`src/rtl/t_latch_pkg.sv`:
```
// ----------------------------------------------------------------------------
// t_latch_pkg
// Shared constants for the toggle register slice. Holds the default
// parameter values for t_latch so that any wrapper or instantiating block
// can refer to the same defaults by name.
// ----------------------------------------------------------------------------
package t_latch_pkg;

    // Default number of independent toggle bits.
    localparam int unsigned DefaultWidth = 1;

    // Default width of the wrapping toggle-event counter.
    localparam int unsigned DefaultCntW = 8;

endpackage : t_latch_pkg

```
`src/rtl/t_latch_t_ff_bit.sv`:
```
// ----------------------------------------------------------------------------
// t_ff_bit
// One-bit toggle cell. On each rising clock edge the stored bit inverts when
// t_i is high and holds when it is low. A low reset at the edge loads
// rst_val_i instead, and t_i is ignored at that edge.
//
// Ports:
//   clk        - clock, all state changes on the rising edge
//   reset      - synchronous, active-low reset
//   t_i        - toggle request for this bit
//   rst_val_i  - value loaded on reset
//   q_o        - registered bit
// ----------------------------------------------------------------------------
module t_ff_bit (
    input  logic clk,
    input  logic reset,
    input  logic t_i,
    input  logic rst_val_i,
    output logic q_o
);

    logic q_q;
    logic q_d;

    // Next state is the current bit XOR the toggle request, so a high t_i
    // flips the bit and a low t_i holds it.
    always_comb begin
        q_d = q_q ^ t_i;
    end

    // State register. Reset wins over the toggle request at the same edge.
    always_ff @(posedge clk) begin
        if (!reset) begin
            q_q <= rst_val_i;
        end else begin
            q_q <= q_d;
        end
    end

    assign q_o = q_q;

endmodule : t_ff_bit

```
`src/rtl/t_latch.sv`:
```
// ----------------------------------------------------------------------------
// t_latch
// Clocked toggle register, edge-triggered despite the name. Each bit of q
// inverts on a rising edge where its t bit is high and holds otherwise.
// Also provides the inverted state, a one-cycle flag that is high after any
// edge where some bit toggled, and a wrapping count of such edges.
//
// Parameters:
//   WIDTH      - number of independent toggle bits
//   RESET_VAL  - value loaded into q on reset
//   CNT_W      - width of toggle_cnt
//
// Ports:
//   clk        - clock, all state changes on the rising edge
//   reset      - synchronous, active-low reset
//   t          - per-bit toggle request
//   q          - registered state
//   qn         - combinational complement of q
//   toggled    - registered, high for one cycle after any bit changed
//   toggle_cnt - registered count of edges with at least one toggle (wraps)
// ----------------------------------------------------------------------------
module t_latch
    import t_latch_pkg::*;
#(
    parameter int unsigned          WIDTH     = DefaultWidth,
    parameter logic [WIDTH-1:0]     RESET_VAL = '0,
    parameter int unsigned          CNT_W     = DefaultCntW
) (
    input  logic             clk,
    input  logic             reset,
    input  logic [WIDTH-1:0] t,
    output logic [WIDTH-1:0] q,
    output logic [WIDTH-1:0] qn,
    output logic             toggled,
    output logic [CNT_W-1:0] toggle_cnt
);

    logic             anyToggle;
    logic             toggled_q;
    logic             toggled_d;
    logic [CNT_W-1:0] cnt_q;
    logic [CNT_W-1:0] cnt_d;

    // One toggle cell per bit; the bits share nothing but clock and reset.
    for (genvar i = 0; i < int'(WIDTH); i++) begin : g_bit
        t_ff_bit u_bit (
            .clk       (clk),
            .reset     (reset),
            .t_i       (t[i]),
            .rst_val_i (RESET_VAL[i]),
            .q_o       (q[i])
        );
    end

    // Any high request bit means the register content changes at this edge.
    assign anyToggle = |t;

    // The flag simply mirrors whether a toggle happened at the last edge, and
    // the counter advances by one per toggling edge. The counter is left to
    // wrap naturally at its width; there is no saturation.
    always_comb begin
        toggled_d = anyToggle;
        cnt_d     = cnt_q;
        if (anyToggle) begin
            cnt_d = cnt_q + CNT_W'(1);
        end
    end

    // Flag and counter registers, cleared by the same synchronous reset that
    // reloads the toggle cells.
    always_ff @(posedge clk) begin
        if (!reset) begin
            toggled_q <= 1'b0;
            cnt_q     <= '0;
        end else begin
            toggled_q <= toggled_d;
            cnt_q     <= cnt_d;
        end
    end

    assign qn         = ~q;
    assign toggled    = toggled_q;
    assign toggle_cnt = cnt_q;

endmodule : t_latch

```
`config.mk`:
```
export PLATFORM = sky130hd
export DESIGN_NAME = t_latch
export DESIGN_NICKNAME = d
export VERILOG_FILES = /design/src/rtl/t_latch_pkg.sv /design/src/rtl/t_latch_t_ff_bit.sv /design/src/rtl/t_latch.sv
export SDC_FILE = /design/constraint.sdc
export NUM_CORES = 1
export LEC_CHECK = 0
export CAP_MARGIN = 25
export CORE_AREA = 5 5 42 44
export DETAILED_ROUTE_END_ITERATION = 8
export DIE_AREA = 0 0 47 49
export DONT_BUFFER_PORTS = 1
export PLACE_DENSITY = 0.55
export SLEW_MARGIN = 10
export SYNTH_ARGS = -nofsm -noshare
export SYNTH_HDL_FRONTEND = slang
export SYNTH_SLANG_ARGS = --single-unit
```
`constraint.sdc`:
```
create_clock -name clk -period 1.1 [get_ports clk]
set_input_delay 0.165 -clock clk [delete_from_list [all_inputs] [get_ports clk]]
set_output_delay 0.165 -clock clk [all_outputs]
set_load 0.01 [all_outputs]
```
Word-level counts from Yosys, hierarchy flattened
Cells that the tools add are included.

Register bits after elaboration: 10. Bits in latches: 0. Memory bits (writable): 0. Bits in read-only memories: 0. Word-level logic and storage cells: 6. Memories: 0.

Add/sub/neg operators: 1. $mul: 0. Div/mod/pow operators: 0. Order comparisons: 0. Equality and inequality tests: 0. Shifts and indexed selects: 0. Multiplexer cells: 0. Bitwise logic cells: 2. Reductions and logical operators: 0.

Operators with widths (number): 8-bit by 1-bit adder with 8-bit output, second input constant (1); 1-bit NOT (1); 1-bit bitwise XOR (1).

Depth between registers and ports, before layout
Gate-level depths: netlist of run 1.

Depth after elaboration: 1. Gate-level depth with buffers: 4. Mapped depth without buffers: 4.

Hierarchy
A second synthesis of run 1 with hierarchy kept.

Cell total of the unflattened synthesis: 45. Area, all modules: 430.4 sq um.

By module, submodules not included: t_latch (times used 1, cells an instance 41, area each 392.9 sq um, sequential area each 180.2 sq um); t_ff_bit (times used 1, cells an instance 4, area each 37.5 sq um, sequential area each 20.0 sq um).

Least setup slack after synthesis of run 1
OpenSTA, ideal clock, no wires.

Path type: reg2reg. Start point: reg cnt_q[0] (netlist: toggle_cnt[0]). End point: reg cnt_q[6] (netlist: toggle_cnt[6]). Arrival time: 1174 ps. Setup slack: -144 ps. Stages on the path, launching flop included: 5. Cell sequence: dfxtp_1 -> ha_1 -> nand3_1 -> or3_1 -> a21boi_1.

Word-level cells in the longest chain between the ends: 1.

Ends and longest elaborated chain: start, declared (line t_latch.sv:41) `logic [CNT_W-1:0] cnt_q;`; start signal, assigned (line t_latch.sv:77) `cnt_q <= cnt_d;`; 8-bit by 1-bit adder with 8-bit output (line t_latch.sv:65) `cnt_d = cnt_q + CNT_W'(1);`.

No other way between the ends. A chain may end at the register's enable or synchronous reset.

Final worst setup path of run 1
Same ends and word-level chain as after synthesis.

==> results list, run 1 <==
* Wire length of the first global-routing pass: 1460 um
* Number of endpoints failing setup at the final stage: 0
- Global routing used 8.90% of the available tracks.
- Crit path max fanout: 3
- After the first detailed-routing iteration, the DRC count stood at 2.
- After clock tree synthesis, the clock-pin slew on the worst setup and hold paths is 0.07 ns.
* Worst-margin pin slew: 0.189 ns
- In the final routed layout, each cell accounts on average for 12.1 um.
* Most common library cell in the layout ignoring fill and taps: sky130_fd_sc_hd__buf_4
- Across all layers, the routed design uses 327 vias.
- Setup slack on the worst flop-to-flop path: 0.02 ns
* Power per standard cell area: 1260 nW/um2
* Number of clock sinks: 10
- Data arrives at the worst endpoint at 1.29 ns.
- Hold violation total from the final report: 0
* Layout cell share with drive strength beyond 1: 37.5%
* Max Slew Vio Count: 0
- Net Sw Power: 0.173 mW
- The worst register-to-register path ends at toggle_cnt[6]$_SDFFE_PN0P_.
- Summed over all cells, the static leakage comes to 0.233 nW.
* Maximum count of clock buffers along a single path: 2
* Crit-path max cell delay: 0.37 ns
- Final Instance Area: 573 um2
- Critical path depth in cells: 4
- Summing all placed instances gives a cell area of 523 um2.
* Count of max-cap constraint violations: 0
- Root cell of the clock tree: sky130_fd_sc_hd__clkbuf_4
- The worst path needs 1.08 ns of the cycle, external delays included.
- Sequential power share: 54.2%
- Max Freq: 923 MHz
* Hold worst-path end: toggle_cnt[2]$_SDFFE_PN0P_
- Once the floorplan was initialized, standard cells occupied 30.5% of the core.
- Sequential element share of the synthesized area: 46.8%
- The largest total area in the synthesized netlist belongs to sky130_fd_sc_hd__dfxtp_1.
* Highest-count cells in the layout ignoring fill and taps: sky130_fd_sc_hd__buf_4 (10), sky130_fd_sc_hd__and2_1 (6), sky130_fd_sc_hd__dfxtp_1 (6)
* Detailed placer's ending HPWL: 565 um
* Switching share of total power: 23.9%
* Count of buffers inserted at the top-level ports: 0
- Non-filler cells, final: 72
- Summing every instance area after synthesis gives 428 um2.
* Post-synthesis net count: 48
* Worst reg2reg path startpoint: toggle_cnt[0]$_SDFFE_PN0P_
- Start-to-end type of the worst setup path: reg -> reg
- After synthesis, the netlist uses 19 different library cells.
- In this run, post-CTS hold repair placed 0 buffers.
- The worst pin sits at a relative slew slack of 87.3%.
- Counting instances, the worst hold path has a depth of 1.
* Cts bufs inserted: 3
- Type of the tightest min-delay check: in -> reg
* Y dimension of the die: 49 um
- The final layout contains 61 nets.
* Top area cells in the synthesized netlist: sky130_fd_sc_hd__dfxtp_1 (47%), sky130_fd_sc_hd__and2_1 (8.8%), sky130_fd_sc_hd__xnor2_1 (6.1%), sky130_fd_sc_hd__mux2i_1 (4.7%), sky130_fd_sc_hd__xor2_1 (4.1%)
- In this run the number of H-tree levels came out at 1.
- Gate family responsible for the most delay along the worst path: simple AND/OR/NAND/NOR gates
- The number of antenna diodes in the final layout is 0.
* Instance count after placement with tap cells included: 67
- Number of top-level design ports: 14
- Fraction of power consumed by combinational cells: 8.2%
- Post-synthesis to final-layout area growth: 33.9%
* Largest clock skew in the final design: 0.00204 ns
- Setup repair after global routing could not meet its margin everywhere.
* Weighted congestion at the end of routability-driven global placement: 0.662
* Worst Path Buf+Inv: 0
* Worst Setup End Kind: flip-flop
- Required @ worst endpoint: 1.30 ns
* Num rows: 14
* Area of the die: 2300 um2
* Horizontal die dimension: 47 um
* Number of detailed-route iterations in the first pass: 3
- The synthesized design devotes to its leading area cell type 46.8% of total area.
* DRC violations left: 0
* Largest net degree at the start of global routing: 12
- The internal power of the cells totals 0.551 mW.
- Mean instance size in the synthesized netlist: 9.73 um2
- Synthesized flop and latch total: 10
- Core region area: 1400 um2
* Number of global-route vias before repair: 336
- Maximum ir drop on the vdd rail: 0.517 mV
* Clock network fraction of total power: 37.6%
* Final cycle utilization of the critical path: 98.5%
- The slowest stage of the critical path belongs to the cell sky130_fd_sc_hd__dfxtp_4.
- The run finished with clean final reports.
- Dividing the detail-routed via count by the number of cells gives 4.54.
* Hold path startpoint: reset
- The number of cells on the worst reg-to-reg path is 4.
- Global routing finished with a remaining overflow of 0.
- The layout has 147 filler cells.
- DRT antenna net count: 0
* Cell Chain, Critical Path: ha_4 > nand3_2 > or3_1 > a21boi_1
- Initial antenna violation count: 0
- Startpoint Class: flip-flop
- Worst-Skew Late Latency: 0.27 ns
* Routed wire length: 871 um
* Synth Instances: 44
- CTS tree: built
* Number of warnings reported in the yosys synthesis log: 0
flip-flops by register name, indices dropped and copies added, names as in the netlist:
register	cells
toggle_cnt	8
g_bit.u_bit.q_o	1
toggled	1
worst register-to-register path, delay by kind of cell, from the launching register on:
kind	cells	cell delay (ns)
and+or+nand+nor	2	0.39
DFF	1	0.37
adders and majority gates	1	0.14
AOI/OAI and AO/OA	1	0.12
cell families after synthesis:
kind of cell	synth area share, %
flip-flops	46.8
XOR/XNOR	10.2
AO/OA/AOI/OAI	5.85
multiplexers	4.68
buffers and inverters	4.39
adder cells (fa/ha/maj)	2.92
AND/OR/NAND/NOR	25.1
power groups by stage:
| stage | clock network, mW | logic, mW | registers (mW) |
|---|---|---|---|
| finish | 0.272 | 0.0590 | 0.392 |
| global route | 0.303 | 0.0658 | 0.395 |
| CTS | 0.281 | 0.0605 | 0.395 |
| detailed placement | 0 | 0.0576 | 0.404 |
| global placement | 0 | 0.0579 | 0.403 |
| floorplan | 0 | 0.0394 | 0.408 |
synthesized netlist by cell type, drive strengths merged:
library cell and number:
clkbuf 1, buf 1, xnor2 3, nand4 2
dfxtp 10, xor2 2, nand3 2, mux2i 2
nor3 1, o21ai 2, nand2 3, inv 2
or3 2, a21boi 2, nand2b 1, ha 1
and2 6, nor2b 1
repair_timing:
action                     4_1_cts  5_1_grt
gates cloned                     0        0
buffers inserted                 1        0
pin swaps                        3        2
resized for setup                2        3
setup endpoints to repair        1        3
layer usage:
metal | wire, um | vias to the layer above | track usage (%) | share of wire (%)
li1 | - | 170 | - | -
met1 | 379 | 144 | 11.1 | 44
met2 | 399 | 11 | 11.3 | 46
met3 | 78 | 2 | 2.95 | 9.0
met4 | 14 | 0 | 8.29 | 1.6
met5 | 0 | - | 0 | 0
worst max-delay path by stage:
stage | from | endpoint
after global placement | toggle_cnt[1]$_SDFFE_PN0P_ | toggle_cnt[6]$_SDFFE_PN0P_
final | toggle_cnt[0]$_SDFFE_PN0P_ | toggle_cnt[6]$_SDFFE_PN0P_
after global routing | toggle_cnt[0]$_SDFFE_PN0P_ | toggle_cnt[6]$_SDFFE_PN0P_
after floorplan | toggle_cnt[1]$_SDFFE_PN0P_ | toggle_cnt[6]$_SDFFE_PN0P_
after CTS | toggle_cnt[3]$_SDFFE_PN0P_ | toggle_cnt[6]$_SDFFE_PN0P_
after detailed placement | toggle_cnt[0]$_SDFFE_PN0P_ | toggle_cnt[6]$_SDFFE_PN0P_
per-stage QoR:
step                       TNS, ns  hold WS [ns]  util (%)  setup WS [ns]  power, mW
after floorplan            -0.0209         0.320         -        -0.0209      0.447
after global placement    -0.00224         0.288      37.3       -0.00224      0.461
after detailed placement   -0.0400         0.290      37.3        -0.0400      0.461
after CTS                        0       0.00993      40.3        0.00162      0.737
after global routing       -0.0426      0.000690      40.9        -0.0426      0.764
final                            0        0.0132      40.9         0.0167      0.724
final cells by class:
cell class	count	area (um2)	share of cell area (%)
sequential	10	213	37.1
tap	16	20.0	3.49
multi-input combinational	30	231	40.4
inverter	2	7.51	1.31
clock buffer	4	26.3	4.59
timing repair buffer	10	75.1	13.1
Note: power is estimated with default switching activity, not from simulation.
==> run 2, diff against run 1 <==
--- a/config.mk
+++ b/config.mk
@@ -11,6 +11,7 @@
 export DIE_AREA = 0 0 47 49
 export DONT_BUFFER_PORTS = 1
 export PLACE_DENSITY = 0.55
+export REMOVE_ABC_BUFFERS = 1
 export SLEW_MARGIN = 10
 export SYNTH_ARGS = -nofsm -noshare
 export SYNTH_HDL_FRONTEND = slang
==> run 2 against run 1 <==
- wire length rose by 1.8%
- largest cell class unchanged
- sequential cell count did not move
- final cell count did not move
- clock-buffer cell count did not move
- global-route usage fell by 0.51 points
- via count rose by 2.1%
- critical path depth fell by 1
- critical path type unchanged
- core utilization rose by 1.6 points
- power rose by 9.0%
- die area did not move
==> results list, run 2 (synthesized netlist as in run 1, its figures left out) <==
* Max-slew headroom: 86.8% (-0.44 points)
- Number of endpoints failing setup at the final stage: 0 (unchanged)
- Number of buffers added to fix hold violations after cts: 0 (unchanged)
* Post-synthesis to final-layout area growth: 39.2%
- The leakage power of the design came to 0.232 nW (-0.35%).
* Wire length of the first global-routing pass: 1370 um (-5.6%)
- DRC violations left: 0 (unchanged)
- Count of buffers inserted at the top-level ports: 0 (unchanged)
- Count of max-cap constraint violations: 0 (unchanged)
- Power per standard cell area: 1320 nW/um2 (+4.9%)
- The total routing usage reported by global routing was 8.39% (-0.51 points).
* Max Freq: 920 MHz (-0.36%)
- Startpoint Class: flip-flop
- Number of global-route vias before repair: 322 (-4.2%)
- Routed wire length: 887 um (+1.8%)
* Worst reg2reg path startpoint: toggle_cnt[3]$_SDFFE_PN0P_
- The peak supply drop came to 0.667 mV (+29%).
* Number of cells on the worst hold path: 1 (unchanged)
* DR vias/cell: 4.64 (+2.1%)
- The worst reg-to-reg path cell count is 3 (-1).
* Maximum count of clock buffers along a single path: 2 (unchanged)
- The number of clock buffers inserted by TritonCTS was 3 (unchanged).
* Number of clock sinks: 10 (unchanged)
* Flip-flop count of the largest register after layout: 8 (unchanged)
* Number of detailed-route iterations in the first pass: 3 (unchanged)
- Largest clock skew in the final design: 0.000581 ns (-0.00146 ns)
* Diodes inserted: 0 (unchanged)
* Start-to-end type of the worst setup path: reg -> reg
- The number of H-tree levels came to 1 (unchanged).
- Y dimension of the die: 49 um (unchanged)
- Worst Setup End Kind: flip-flop
- The final count of hold timing violations was 0 (unchanged).
- CTS tree: built
- Weighted congestion at the end of routability-driven global placement: 0.654 (-1.1%)
- Largest net degree at the start of global routing: 12 (unchanged)
- The initial antenna violation count was 0 (unchanged).
- The die footprint was 2300 um2 (unchanged).
* Number of top-level design ports: 14 (unchanged)
- Layout cell share with drive strength beyond 1: 37.5% (unchanged)
- Accumulated negative setup slack: 0 ns (unchanged)
* Final Instance Area: 596 um2 (+3.9%)
* Outcome: completed
- The area of the core came to 1400 um2 (unchanged).
- Cell area reported after detailed placement: 512 um2 (-2.2%)
- Required @ worst endpoint: 1.30 ns (about the same)
* Type of the tightest min-delay check: in -> reg
* Detailed placer's ending HPWL: 633 um (+12%)
- Horizontal die dimension: 47 um (unchanged)
- The cell row count came to 14 (unchanged).
* Max Slew Vio Count: 0 (unchanged)
- The library cell used most frequently in the layout, excluding fill and tap cells, is sky130_fd_sc_hd__buf_4.
- CP arrival: 1.28 ns (about the same)
* Post-layout minimum cycle time: 1.09 ns (+0.00391 ns)
- Via Count: 334 (+2.1%)
* Wire length per cell: 12.3 um (+1.8%)
- DRC marker count from the first detailed-route iteration: 4 (+2)
- The critical-path maximum fanout is 4 (+1).
- The transition time at the pin with the least slew margin was 0.197 ns (+0.00834 ns).
- Starting density of the core: 30.5% (unchanged)
- RSZ-0062 raised after global routing: true
* Highest-count cells in the layout ignoring fill and taps: sky130_fd_sc_hd__buf_4 (8), sky130_fd_sc_hd__dfxtp_1 (7), sky130_fd_sc_hd__and2_1 (6)
* Number of fill cells: 146 (-0.68%)
* Endpoint of the most critical register-to-register path: toggle_cnt[6]$_SDFFE_PN0P_
- The setup slack of the most critical reg-to-reg path came to 0.01 ns (about the same).
- Hold worst-path end: toggle_cnt[4]$_SDFFE_PN0P_
- The cell sitting at the root of the clock tree is a sky130_fd_sc_hd__clkbuf_4.
* DRT antenna net count: 0 (unchanged)
* Clock slew at reported path FFs: 0.07 ns (about the same)
- Worst-Skew Late Latency: 0.26 ns (about the same)
- Final cycle utilization of the critical path: 98.8% (+0.36 points)
- The net total in the final layout is 61 (unchanged).
* Hold path startpoint: reset
* Setup Buffers After CTS: 0 (-1)
* Total grt overflow: 0 (unchanged)
==> run 2: metal layers <==
layer,wire [um],GRT usage [%]
met1,400,10.6
met2,403,10.4
met3,76,3.69
met4,8,6.91
met5,0,0
==> run 2: worst max path at each step <==
stage                                from                    endpoint  slack, ns  depth (start not counted)
6_report       toggle_cnt[3]$_SDFFE_PN0P_  toggle_cnt[6]$_SDFFE_PN0P_       0.01                          3
3_3_place_gp   toggle_cnt[0]$_SDFFE_PN0P_  toggle_cnt[6]$_SDFFE_PN0P_      -0.06                          4
4_1_cts        toggle_cnt[0]$_SDFFE_PN0P_  toggle_cnt[5]$_SDFFE_PN0P_      0.003                          4
5_1_grt        toggle_cnt[0]$_SDFFE_PN0P_  toggle_cnt[5]$_SDFFE_PN0P_      -0.03                          4
2_1_floorplan  toggle_cnt[0]$_SDFFE_PN0P_  toggle_cnt[6]$_SDFFE_PN0P_      -0.14                          4
3_5_place_dp   toggle_cnt[1]$_SDFFE_PN0P_  toggle_cnt[6]$_SDFFE_PN0P_      -0.10                          4
==> run 2: final cells by class <==
class | instances | area (um2) | area share [%]
inverters | 2 | 7.51 | 1.26
repair buffers | 10 | 82.6 | 13.9
multi-input cells | 30 | 240 | 40.3
clock buffers | 4 | 36.3 | 6.09
well taps | 16 | 20.0 | 3.36
flip-flops and latches | 10 | 209 | 35.1
==> run 2: repair_timing <==
action / in CTS / in global routing
endpoints found under the setup margin: 4 / 4
pin swaps: 4 / 3
resized for setup: 8 / 4
==> run 2: worst max-delay path, stage by stage (launching register included) <==
cell                       delay [ns]
sky130_fd_sc_hd__dfxtp_1         0.39
sky130_fd_sc_hd__nand3_1         0.16
sky130_fd_sc_hd__or3_1           0.37
sky130_fd_sc_hd__a21boi_1        0.12
==> run 2: metrics by stage <==
stage	hold WS [ns]	power [mW]	cells	setup WS, ns	util (%)
3_5_place_dp	0.292	0.455	68	-0.100	36.5
6_report	0.0224	0.789	72	0.0128	42.5
4_1_cts	0.00857	0.803	72	0.00258	41.4
2_1_floorplan	0.287	0.432	42	-0.144	-
5_1_grt	0.0107	0.835	72	-0.0287	42.5
3_3_place_gp	0.288	0.454	68	-0.0612	36.5
==> run 2: power by group <==
part | internal [mW] | switching [mW]
registers | 0.377 | 0.0204
clock network | 0.201 | 0.127
logic | 0.0380 | 0.0255
total | 0.615 | 0.173
